## src/rtl/snake_pkg.sv

```systemverilog
// snake_pkg: direction codes, scheduler states and direction helpers shared by the snake datapath
package snake_pkg;

    typedef logic [2:0] dir_t;

    localparam dir_t DIR_RIGHT = 3'b000;
    localparam dir_t DIR_DOWN  = 3'b001;
    localparam dir_t DIR_LEFT  = 3'b010;
    localparam dir_t DIR_UP    = 3'b011;
    localparam dir_t DIR_NONE  = 3'b100;

    typedef enum logic [1:0] {IDLE, RUN, HALT} state_t;

    // Opposite codes differ only in bit 1; NONE has no opposite
    function automatic dir_t dir_reverse(input dir_t d);
        return (d == DIR_NONE) ? DIR_NONE : (d ^ 3'b010);
    endfunction

endpackage

```

## src/rtl/dir_fifo.sv

```systemverilog
// dir_fifo: small turn queue exposing both head (next to commit) and tail (last queued)
module dir_fifo
    import snake_pkg::*;
#(
    parameter int DEPTH = 4
) (
    input  logic                     clk,
    input  logic                     reset,
    input  logic                     push,
    input  logic                     pop,
    input  logic                     flush,
    input  dir_t                     data,
    output dir_t                     head,
    output dir_t                     tail,
    output logic [$clog2(DEPTH):0]   count,
    output logic                     full,
    output logic                     empty
);
    localparam int AW = $clog2(DEPTH);
    localparam int CW = AW + 1;

    dir_t mem [DEPTH];
    logic [AW-1:0] wr_ptr, rd_ptr, tail_ptr;
    logic do_push, do_pop;

    always_comb begin
        full     = count == CW'(DEPTH);
        empty    = count == '0;
        do_push  = push && !full;
        do_pop   = pop && !empty;
        tail_ptr = wr_ptr - AW'(1);
        head     = mem[rd_ptr];
        tail     = mem[tail_ptr];
    end

    always_ff @(posedge clk) begin
        if (reset || flush) begin
            wr_ptr <= '0;
            rd_ptr <= '0;
            count  <= '0;
        end else begin
            wr_ptr <= wr_ptr + AW'(do_push);
            rd_ptr <= rd_ptr + AW'(do_pop);
            count  <= count + CW'(do_push) - CW'(do_pop);
        end
    end

    always_ff @(posedge clk)
        if (do_push && !flush && !reset)
            mem[wr_ptr] <= data;

endmodule

```

## src/rtl/direction_scheduler.sv

```systemverilog
// direction_scheduler: filters button direction changes into a turn queue and commits one turn per move tick
module direction_scheduler
    import snake_pkg::*;
#(
    parameter int DEPTH = 4
) (
    input  logic                     clk,
    input  logic                     reset,
    input  logic [2:0]               dir_in,
    input  logic                     move_tick,
    input  logic                     game_over,
    output logic [2:0]               dir_out,
    output logic                     step,
    output logic [$clog2(DEPTH):0]   queue_count,
    output logic                     drop
);
    state_t state, state_next;
    dir_t dir_prev, head, tail, ref_dir;
    logic full, empty, active, cand, legal, push, pop, flush, step_next, drop_next;

    dir_fifo #(.DEPTH(DEPTH)) u_fifo (
        .clk   (clk),
        .reset (reset),
        .push  (push),
        .pop   (pop),
        .flush (flush),
        .data  (dir_in),
        .head  (head),
        .tail  (tail),
        .count (queue_count),
        .full  (full),
        .empty (empty)
    );

    always_ff @(posedge clk)
        state <= reset ? IDLE : state_next;

    always_comb begin
        state_next = state;
        if (state != HALT && game_over)
            state_next = HALT;
        else if (state == IDLE && move_tick && !empty)
            state_next = RUN;
    end

    // New turns are checked against the last queued turn so chained presses stay consistent
    always_comb begin
        active    = state != HALT && !game_over;
        flush     = !active;
        ref_dir   = empty ? dir_out : tail;
        cand      = dir_in != dir_prev && dir_in != DIR_NONE;
        legal     = ref_dir == DIR_NONE || (dir_in != ref_dir && dir_in != dir_reverse(ref_dir));
        push      = active && cand && legal && !full;
        drop_next = active && cand && (!legal || full);
        pop       = active && move_tick && !empty;
        step_next = active && move_tick && (state == RUN || !empty);
    end

    always_ff @(posedge clk) begin
        if (reset) begin
            dir_prev <= DIR_NONE;
            dir_out  <= DIR_NONE;
            step     <= 1'b0;
            drop     <= 1'b0;
        end else begin
            dir_prev <= dir_in;
            dir_out  <= pop ? head : dir_out;
            step     <= step_next;
            drop     <= drop_next;
        end
    end

endmodule

```

## config.mk

```make
export PLATFORM = sky130hd
export DESIGN_NAME = direction_scheduler
export DESIGN_NICKNAME = d
export VERILOG_FILES = /design/src/rtl/snake_pkg.sv /design/src/rtl/dir_fifo.sv /design/src/rtl/direction_scheduler.sv
export SDC_FILE = /design/constraint.sdc
export NUM_CORES = 1
export LEC_CHECK = 0
export CAP_MARGIN = 20
export CORE_MARGIN = 2
export CORE_UTILIZATION = 35
export CTS_CLUSTER_DIAMETER = 40
export DETAILED_ROUTE_END_ITERATION = 8
export PLACE_DENSITY_LB_ADDON = 0.25
export SLEW_MARGIN = 20
export SYNTH_ARGS = -nofsm -noshare
export SYNTH_HDL_FRONTEND = slang
export SYNTH_SLANG_ARGS = --single-unit
```

## constraint.sdc

```tcl
create_clock -name clk -period 2.91 [get_ports clk]
set_input_delay 0.7275 -clock clk [delete_from_list [all_inputs] [get_ports clk]]
set_output_delay 0.7275 -clock clk [all_outputs]
set_load 0.01 [all_outputs]
```

=== Word level (Yosys, flattened, before mapping) ===
Memories as Yosys holds them, arrays and structs flattened. A register that Yosys moved wholly into a read port is not among the register bits.
Cells that the tools add are included.

* Register bits after elaboration: 14
* Bits in writable memories: 12
* Input bits: 7
* Memories kept: 1

{| class="wikitable"
|+ Memories
! name !! depth !! bits a word !! read ports !! clocked after Yosys merged registers in !! write ports !! RTL line !! source
|-
| u_fifo.mem || 4 || 3 || 2 || 1 || 1 || dir_fifo.sv:22 || <nowiki>dir_t mem [DEPTH];</nowiki>
|}

* Add/sub/neg operators: 5
* Equal/unequal tests: 8
* Multiplexer cells: 6
* Bitwise logic cells: 1
* Reductions and logical operators: 31

{| class="wikitable"
|+ Operators with widths
! kind !! number
|-
| logical AND 1 bit || 17
|-
| inequality test 3 bit || 3
|-
| == test 3 bit, second input constant || 2
|-
| logical NOT 1 bit || 6
|-
| 2-to-1 mux 3 bit || 2
|-
| adder 2 x 1 -> 2 bit || 2
|-
| logical OR 1 bit || 4
|-
| 2-to-1 mux 2 bit || 2
|-
| adder 3 x 1 -> 3 bit || 1
|-
| logical NOT 3 bit || 1
|-
| inequality test 3 bit, second input constant || 1
|-
| subtractor 3 x 1 -> 3 bit || 1
|-
| == test 2 x 1 -> 1 bit, second input constant || 1
|-
| logical NOT 2 bit || 1
|-
| 2-to-1 mux 1 bit || 2
|-
| inequality test 2 bit, second input constant || 1
|-
| nonzero test 2 bit || 1
|-
| OR reduction 2 bit || 1
|-
| subtractor 2 x 1 -> 2 bit, second input constant || 1
|-
| inverter 1 bit || 1
|}

=== Depth between registers and ports, before layout ===
Gate-level depths: netlist of run 1.
An unclocked memory read counts as a cell.

* Depth after elaboration: 15
* Mapped depth: 13
* Mapped depth without buffers: 13

=== Modules after synthesis ===
A second synthesis of run 1 with hierarchy kept.

* Cell total of the unflattened synthesis: 122
* Area, all modules: 1493.9 um^2

{| class="wikitable"
|+ Modules (own cells, without submodules)
! module !! times used !! cells an instance !! area an instance (um^2) !! seq. area each (um^2)
|-
| dir_fifo || 1 || 62 || 944.7 || 500.5
|-
| direction_scheduler || 1 || 60 || 549.3 || 200.2
|}

=== Worst setup path before layout of run 1 ===
Ideal clock, no wire load.

* Path type: register to register
* Start point: reg u_fifo.wr_ptr[0]
* End point: reg u_fifo.count[2]
* Data arrival time: 2914 ps
* Data required time: 2792 ps
* Path slack: -122 ps
* Cell stages (with the launch flop): 13
* Path buffers: 0
* Clock period less this slack: 3032 ps
* Path through: dfxtp_1 > inv_1 > ha_1 > mux4_1 > or4_4 > a31oi_4 > nor3_1 > ha_1 > inv_1 > fa_1 > xor2_1 > xnor2_1 > nor2_1

* Longest elaborated chain between the ends: 13

{| class="wikitable"
|+ RTL lines
! what !! RTL line !! source
|-
| from (decl) || dir_fifo.sv:23 || <nowiki>logic [AW-1:0] wr_ptr, rd_ptr, tail_ptr;</nowiki>
|-
| from (signal assigned) || dir_fifo.sv:42 || <nowiki>wr_ptr <= wr_ptr + AW'(do_push);</nowiki>
|-
| subtractor 2 x 1 -> 2 bit * || dir_fifo.sv:31 || <nowiki>tail_ptr = wr_ptr - AW'(1);</nowiki>
|-
| memory read (4 x 3 bit) * || -- ||
|-
| 2-to-1 mux 3 bit * || direction_scheduler.sv:50 || <nowiki>ref_dir = empty ? dir_out : tail;</nowiki>
|-
| == test 3 bit or inverter 1 bit (tied branches) || -- ||
|-
| 2-to-1 mux 3 bit || snake_pkg.sv:16 || <nowiki>return (d == DIR_NONE) ? DIR_NONE : (d ^ 3'b010);</nowiki>
|-
| inequality test 3 bit || direction_scheduler.sv:52 || <nowiki>legal = ref_dir == DIR_NONE || (dir_in != ref_dir && dir_in != dir_reverse(ref_dir));</nowiki>
|-
| logical AND 1 bit || direction_scheduler.sv:52 ||
|-
| logical OR 1 bit * || direction_scheduler.sv:52 ||
|-
| logical AND 1 bit * (2 in series) || direction_scheduler.sv:53 || <nowiki>push = active && cand && legal && !full;</nowiki>
|-
| logical AND 1 bit * || dir_fifo.sv:29 || <nowiki>do_push = push && !full;</nowiki>
|-
| adder 3 x 1 -> 3 bit * || dir_fifo.sv:44 || <nowiki>count <= count + CW'(do_push) - CW'(do_pop);</nowiki>
|-
| subtractor 3 x 1 -> 3 bit * || dir_fifo.sv:44 ||
|-
| to (signal assigned) || dir_fifo.sv:44 ||
|-
| to (decl) || dir_fifo.sv:15 || <nowiki>output logic [$clog2(DEPTH):0] count,</nowiki>
|}

Mark *: on every way between the ends. The rest lies on a longest branch, timed or not.
A chain may end at the register's enable or synchronous reset.

=== Worst setup path in the final report of run 1 ===
Same ends and word-level chain as after synthesis.

==> impl_metrics.yaml, run 1 <==
critical_path:
  startpoint_type: "flip-flop"
  worstSetupStartpoint: "u_fifo.wr_ptr[0]$_SDFF_PP0_"
  timing.rr.start: "u_fifo.wr_ptr[0]$_SDFF_PP0_"
  required_ns: 3.08
  reg2regPathDepth: 12
  cp-end-kind: "flip-flop"
  r2r-end: "u_fifo.count[2]$_SDFF_PP0_"
  crit_end: "u_fifo.count[2]$_SDFF_PP0_"
  reg2reg_slack_ns: 0.07
  crit_arrival_ns: 3.01
  critPathMaxFanout: 2
  worstSetupPathType: "reg -> reg"
clock_network:
  clkSinkCount: 29
  cts_tree: "done"
  clockBufferDepth: 2
  cts.clk_slew.worst_paths_ns: 0.06
  cts_root_buf: "clkbuf_8"
  htreeDepth: 2
  clock_latency_ns: 0.28
  cts_buffers: 5
placement:
  dpl.hpwl_um: 2280
  place.gp.congestion: 0.859
  portBuffers: 14
  place_ws_ns: -0.390
status:
  status: "finished clean"
pwr:
  p_comb_share_pct: 10.1
  vdd_drop_max_v: 0.000203
  p_int_mw: 0.635
  p_sw_mw: 0.192
  power.total_mw: 0.827
  switching_share_pct: 23.2
  p_leak_nw: 0.719
  seqPwrFrac_pct: 52.8
  power_density_nw_per_um2: 437
  clkPwrFrac_pct: 37.1
logic_synthesis:
  yosysTopAreaCell: "edfxtp_1"
  yosysSeqAreaShare_pct: 49.2
  synth_top_area_share_pct: 25.3
  synth_nets: 131
  ys.flop_type: "dfxtp_1"
  synthCells: 115
  syn_area_per_cell_um2: 12.4
  ys_ff_latch: 29
  yosys_warnings: 0
  ys_types: 38
  synth_edf_count: 12
  synthesis.area_um2: 1420
  postSynth.asyncResetShare_pct: 0
  synth_area_leaders: "edfxtp_1 25%, dfxtp_1 24%, ha_1 7.0%"
global_route:
  grt_antenna_before_repair: 0
  gr-usage-all-layers_pct: 14.7
  grt_max_degree: 10
  grt_pass1_wl_um: 4620
  grt_pass1_vias: 987
  grt_overflow: 0
floorplanning:
  die_area_um2: 4590
  pin_count: 15
  die_h_um: 67.8
  core_region_area_um2: 3970
  start_util_pct: 35.9
  die_w_um: 67.8
  row_count: 23
final_layout:
  final_layout_size_suffix_gt1_share_pct: 30.5
  seq_area_um2: 706
  fin_nets: 169
  nFillCells: 375
  layout_common_cells: "20 x buf_4, 15 x dfxtp_1, 12 x edfxtp_1"
  area_delta_synth_final_pct: 32.9
  multi_input_comb_area_um2: 726
  layout_commonest_cell: "buf_4"
  antenna_cells: 0
sta:
  rsz0062_at_grt: "true"
  drv_slew: 0
  fin_crit_ns: 2.84
  clock.fmax_ghz: 0.352
  setup_viol: 0
  finalHoldViolCount: 0
  setup_ws_ns: 0.0713
  relSlewSlack_pct: 73.4
  skew_ns: 0.00423
  period_share_pct: 97.6
  worst-slew-pin-transition_ns: 0.395
detailed_routing:
  ant_nets: 0
  drtIter0Drc: 15
  drt_pre_antenna_iters: 4
  drc: 0
  wl_per_cell_um: 14.5
  wl_um: 2970
  vias_per_cell: 4.88
  vias: 995
min_path:
  timing.hold.worst.class: "reg -> reg"
job:
  maxCapViolCount: 0
-- state kept, by name, indices dropped and copies added, names as in the netlist --
name           cells
u_fifo.mem        12
dir_out            3
dir_prev           3
u_fifo.count       3
state              2
u_fifo.rd_ptr      2
u_fifo.wr_ptr      2
drop               1
step               1
-- metrics by stage --
step	setup TNS, ns	util [%]	cells	hold WS, ns	instance area (um2)
floorplan	0	-	115	0.437	1450
global placement	-0.434	44.1	191	0.452	1750
CTS	0	46.3	200	0.475	1840
global route	-0.0249	47.6	204	0.524	1890
detailed placement	-0.618	44.1	191	0.458	1750
finish	0	47.6	204	0.475	1890
-- cell type report --
type	count	area share, %
flip-flops and latches	29	37.3
inverters	7	1.39
clock inverters	3	0.661
repair buffers	34	15.3
clock buffers	5	3.64
well taps	50	3.31
multi-input cells	76	38.4
-- worst max-delay path, stage by stage (launching register included) --
cell and delay (ns):
dfxtp_4 0.34, inv_2 0.05, ha_4 0.28, mux4_2 0.50, or4_4 0.51, a31oi_4 0.23, nor3_4 0.06, ha_2 0.17
inv_2 0.06, fa_2 0.21, xor2_2 0.15, xnor2_1 0.13, nor2_1 0.05
-- cells in the mapped netlist (2+ instances only) --
| cell type | instances |
|---|---|
| a21oi_1 | 3 |
| and2_1 | 3 |
| and3_1 | 2 |
| clkbuf_1 | 3 |
| dfxtp_1 | 17 |
| edfxtp_1 | 12 |
| ha_1 | 8 |
| inv_1 | 7 |
| mux2i_1 | 3 |
| mux4_1 | 2 |
| mux4_2 | 4 |
| nand2b_1 | 2 |
| nand3_1 | 3 |
| nor2_1 | 9 |
| nor2b_1 | 4 |
| nor3_1 | 2 |
| nor3b_1 | 2 |
| nor4b_1 | 4 |
| o21ai_0 | 2 |
| xnor2_1 | 5 |
-- metal layers --
metal / up-vias / global-route usage, % / part of all wire [%]
met4: 0 / 7.25 / 2.4
met3: 8 / 4.50 / 4.2
met2: 20 / 25.5 / 50
met1: 466 / 16.3 / 43
li1: 501 / - / -
met5: - / 0 / 0
-- power groups by stage --
| stage | logic, mW | registers (mW) | clock network [mW] |
|---|---|---|---|
| finish | 0.0832 | 0.437 | 0.307 |
| detailed placement | 0.0763 | 0.445 | 0 |
| floorplan | 0.0383 | 0.445 | 0 |
| global placement | 0.0747 | 0.445 | 0 |
| global route | 0.0905 | 0.438 | 0.337 |
| CTS | 0.0789 | 0.437 | 0.318 |
-- logic make-up after synthesis --
kind of cell | Yosys count | share of synthesized area, %
AOI/OAI and AO/OA | 14 | 7.91
adders and majority gates | 9 | 8.44
DFF | 29 | 49.2
muxes | 9 | 12.1
xor gates and xnor gates | 6 | 3.69
buffers and inverters | 10 | 2.64
and+or+nand+nor | 38 | 16.0
-- worst min-delay path by stage --
stage	start	endpoint	slack (ns)	depth (start not counted)
after floorplan	state[0]$_SDFFE_PP0P_	state[0]$_SDFFE_PP0P_	0.44	2
after global placement	state[0]$_SDFFE_PP0P_	state[0]$_SDFFE_PP0P_	0.45	2
after detailed placement	state[0]$_SDFFE_PP0P_	state[0]$_SDFFE_PP0P_	0.46	2
after CTS	state[0]$_SDFFE_PP0P_	state[0]$_SDFFE_PP0P_	0.47	2
after global routing	state[0]$_SDFFE_PP0P_	state[0]$_SDFFE_PP0P_	0.52	2
final	state[0]$_SDFFE_PP0P_	state[0]$_SDFFE_PP0P_	0.47	2
-- repair_timing --
action | CTS | global route
gates resized for setup | 4 | 8
endpoints found under the setup margin | 1 | 1
pin swaps | 2 | 7
hold buffers | 0 | 0
hold endpoints to repair | 0 | 0
setup buffers | 1 | 4
Note: power is estimated with default switching activity, not from simulation.
==> run 2, diff against run 1 <==
CORE_UTILIZATION = 30   (was 35)
==> impl_metrics.yaml, run 2 (synthesis gave the netlist of run 1 again) <==
status:
  status: "finished clean"
placement:
  place.gp.congestion: 0.839
  portBuffers: 14
  place_area_um2: 1760
  dpl.hpwl_um: 2320
final_layout:
  finalInstanceArea_um2: 1920
  largest_reg_flops: 12
  fin_nets: 166
  layout_common_cells: "16 x buf_4, 15 x dfxtp_1, 12 x edfxtp_1"
  final_layout_size_suffix_gt1_share_pct: 33.1
  antenna_cells: 0
  nFillCells: 460
  area_delta_synth_final_pct: 34.6
  layout_commonest_cell: "buf_4"
  top_register: "u_fifo.mem"
critical_path:
  crit_arrival_ns: 2.98
  r2r-end: "u_fifo.count[2]$_SDFF_PP0_"
  required_ns: 3.07
  critPathSlowestCell: "or4_4"
  crit_chain: "inv_2 > ha_4 > mux4_2 > nor2b_4 > or4_4 > a31oi_4 > nor3_4 > ha_2 > inv_2 > fa_2 > xor2_2 > xnor2_1 > nor2_1"
  critPathMaxStageDelay_ns: 0.49
  worstSetupPathType: "reg -> reg"
  reg2regPathDepth: 13
  cp-end-kind: "flip-flop"
  reg2reg_slack_ns: 0.09
  critPathMaxFanout: 3
  timing.rr.start: "u_fifo.wr_ptr[0]$_SDFF_PP0_"
  startpoint_type: "flip-flop"
  cp_common_cell: "inv_2"
detailed_routing:
  vias: 990
  drtIter0Drc: 48
  drt_pre_antenna_iters: 4
  ant_nets: 0
  wl_per_cell_um: 14.8
  vias_per_cell: 4.83
  drc: 0
  wl_um: 3030
sta:
  finalHoldViolCount: 0
  final.setup.tns_ns: 0
  worst-slew-pin-transition_ns: 0.366
  clock.fmax_ghz: 0.355
  rsz0062_at_grt: "true"
  setup_viol: 0
  fin_crit_ns: 2.82
  relSlewSlack_pct: 75.0
  drv_slew: 0
  period_share_pct: 96.8
  skew_ns: 0.00564
clock_network:
  cts_buffers: 5
  cts_tree: "done"
  cts_root_buf: "clkbuf_8"
  hold_buffers: 0
  clockBufferDepth: 2
  clkSinkCount: 29
  clock_latency_ns: 0.28
  htreeDepth: 2
  cts.clk_slew.worst_paths_ns: 0.06
floorplanning:
  pin_count: 15
  die_area_um2: 5310
  die_h_um: 72.9
  core_region_area_um2: 4660
  row_count: 25
  start_util_pct: 30.6
  die_w_um: 72.9
global_route:
  grt_pass1_vias: 1061
  grt_pass1_wl_um: 5150
  gr-usage-all-layers_pct: 13.0
  grt_antenna_before_repair: 0
  grt_max_degree: 12
  grt_overflow: 0
min_path:
  timing.hold.worst.class: "reg -> reg"
  hold_start: "state[0]$_SDFFE_PP0P_"
  hold_depth: 2
  hold_end: "state[0]$_SDFFE_PP0P_"
pwr:
  vdd_drop_max_v: 0.000180
  power.total_mw: 0.931
  power_density_nw_per_um2: 486
  p_leak_nw: 0.722
job:
  maxCapViolCount: 0
==> run 2: changes by cell type in the layout (fill, tap and decap cells not counted), sizes merged <==
cell	change
buf	-3
clkbuf	+2
clkinv	-2
dlygate4sd2	-2
bufinv	+1
clkinvlp	+1
==> run 2: power breakdown <==
part / internal (mW) / total (mW) / switching [mW]
logic: 0.0415 / 0.0795 / 0.0380
registers: 0.430 / 0.437 / 0.00666
clock network: 0.256 / 0.415 / 0.159
==> run 2: per-layer routing <==
metal / track usage, % / wire [um]
met4: 5.14 / 25
met2: 21.5 / 1530
met1: 16.1 / 1390
met5: 0 / 0
met3: 3.59 / 77
==> run 2: layout make-up <==
| class | instances | area [um2] | area share, % |
|---|---|---|---|
| multi-input combinational | 76 | 738 | 38.5 |
| sequential | 29 | 706 | 36.8 |
| clock buffer | 5 | 68.8 | 3.59 |
| tap | 54 | 67.6 | 3.52 |
| timing repair buffer | 31 | 264 | 13.8 |
| inverter | 7 | 26.3 | 1.37 |
| clock inverter | 3 | 46.3 | 2.42 |
==> run 2: how the worst max path moves through the flow <==
stage                                start                          to  slack, ns
6_report       u_fifo.wr_ptr[0]$_SDFF_PP0_  u_fifo.count[2]$_SDFF_PP0_       0.09
5_1_grt        u_fifo.wr_ptr[0]$_SDFF_PP0_  u_fifo.count[2]$_SDFF_PP0_      -0.03
4_1_cts        u_fifo.wr_ptr[0]$_SDFF_PP0_  u_fifo.count[2]$_SDFF_PP0_       0.04
3_5_place_dp                     dir_in[1]  u_fifo.count[2]$_SDFF_PP0_      -0.41
3_3_place_gp                     dir_in[1]  u_fifo.count[2]$_SDFF_PP0_      -0.34
2_1_floorplan  u_fifo.wr_ptr[0]$_SDFF_PP0_  u_fifo.count[2]$_SDFF_PP0_      0.009
==> run 2: worst max-delay path, delay by kind of cell, from the launching register on <==
family,cells,cell delay (ns)
AO/OA/AOI/OAI,1,0.23
XOR/XNOR,2,0.28
adder cells (fa/ha/maj),3,0.68
buffers and inverters,2,0.11
flip-flops,1,0.35
multiplexers,1,0.32
AND/OR/NAND/NOR,4,0.74
==> run 2: repair_timing <==
action / 4_1_cts / 5_1_grt
pin swaps: 1 / 6
gates resized for setup: 4 / 16
buffers inserted: 1 / 1
endpoints found under the setup margin: 2 / 2
==> run 2: per-stage QoR <==
step                      hold WS, ns  cells  setup slack [ns]  utilization [%]
after floorplan                 0.437    115           0.00938                -
after global placement          0.459    195            -0.337             37.7
after detailed placement        0.470    195            -0.413             37.7
after CTS                       0.487    204            0.0397             40.3
after global routing            0.532    205           -0.0339             41.1
final                           0.482    205            0.0941             41.1
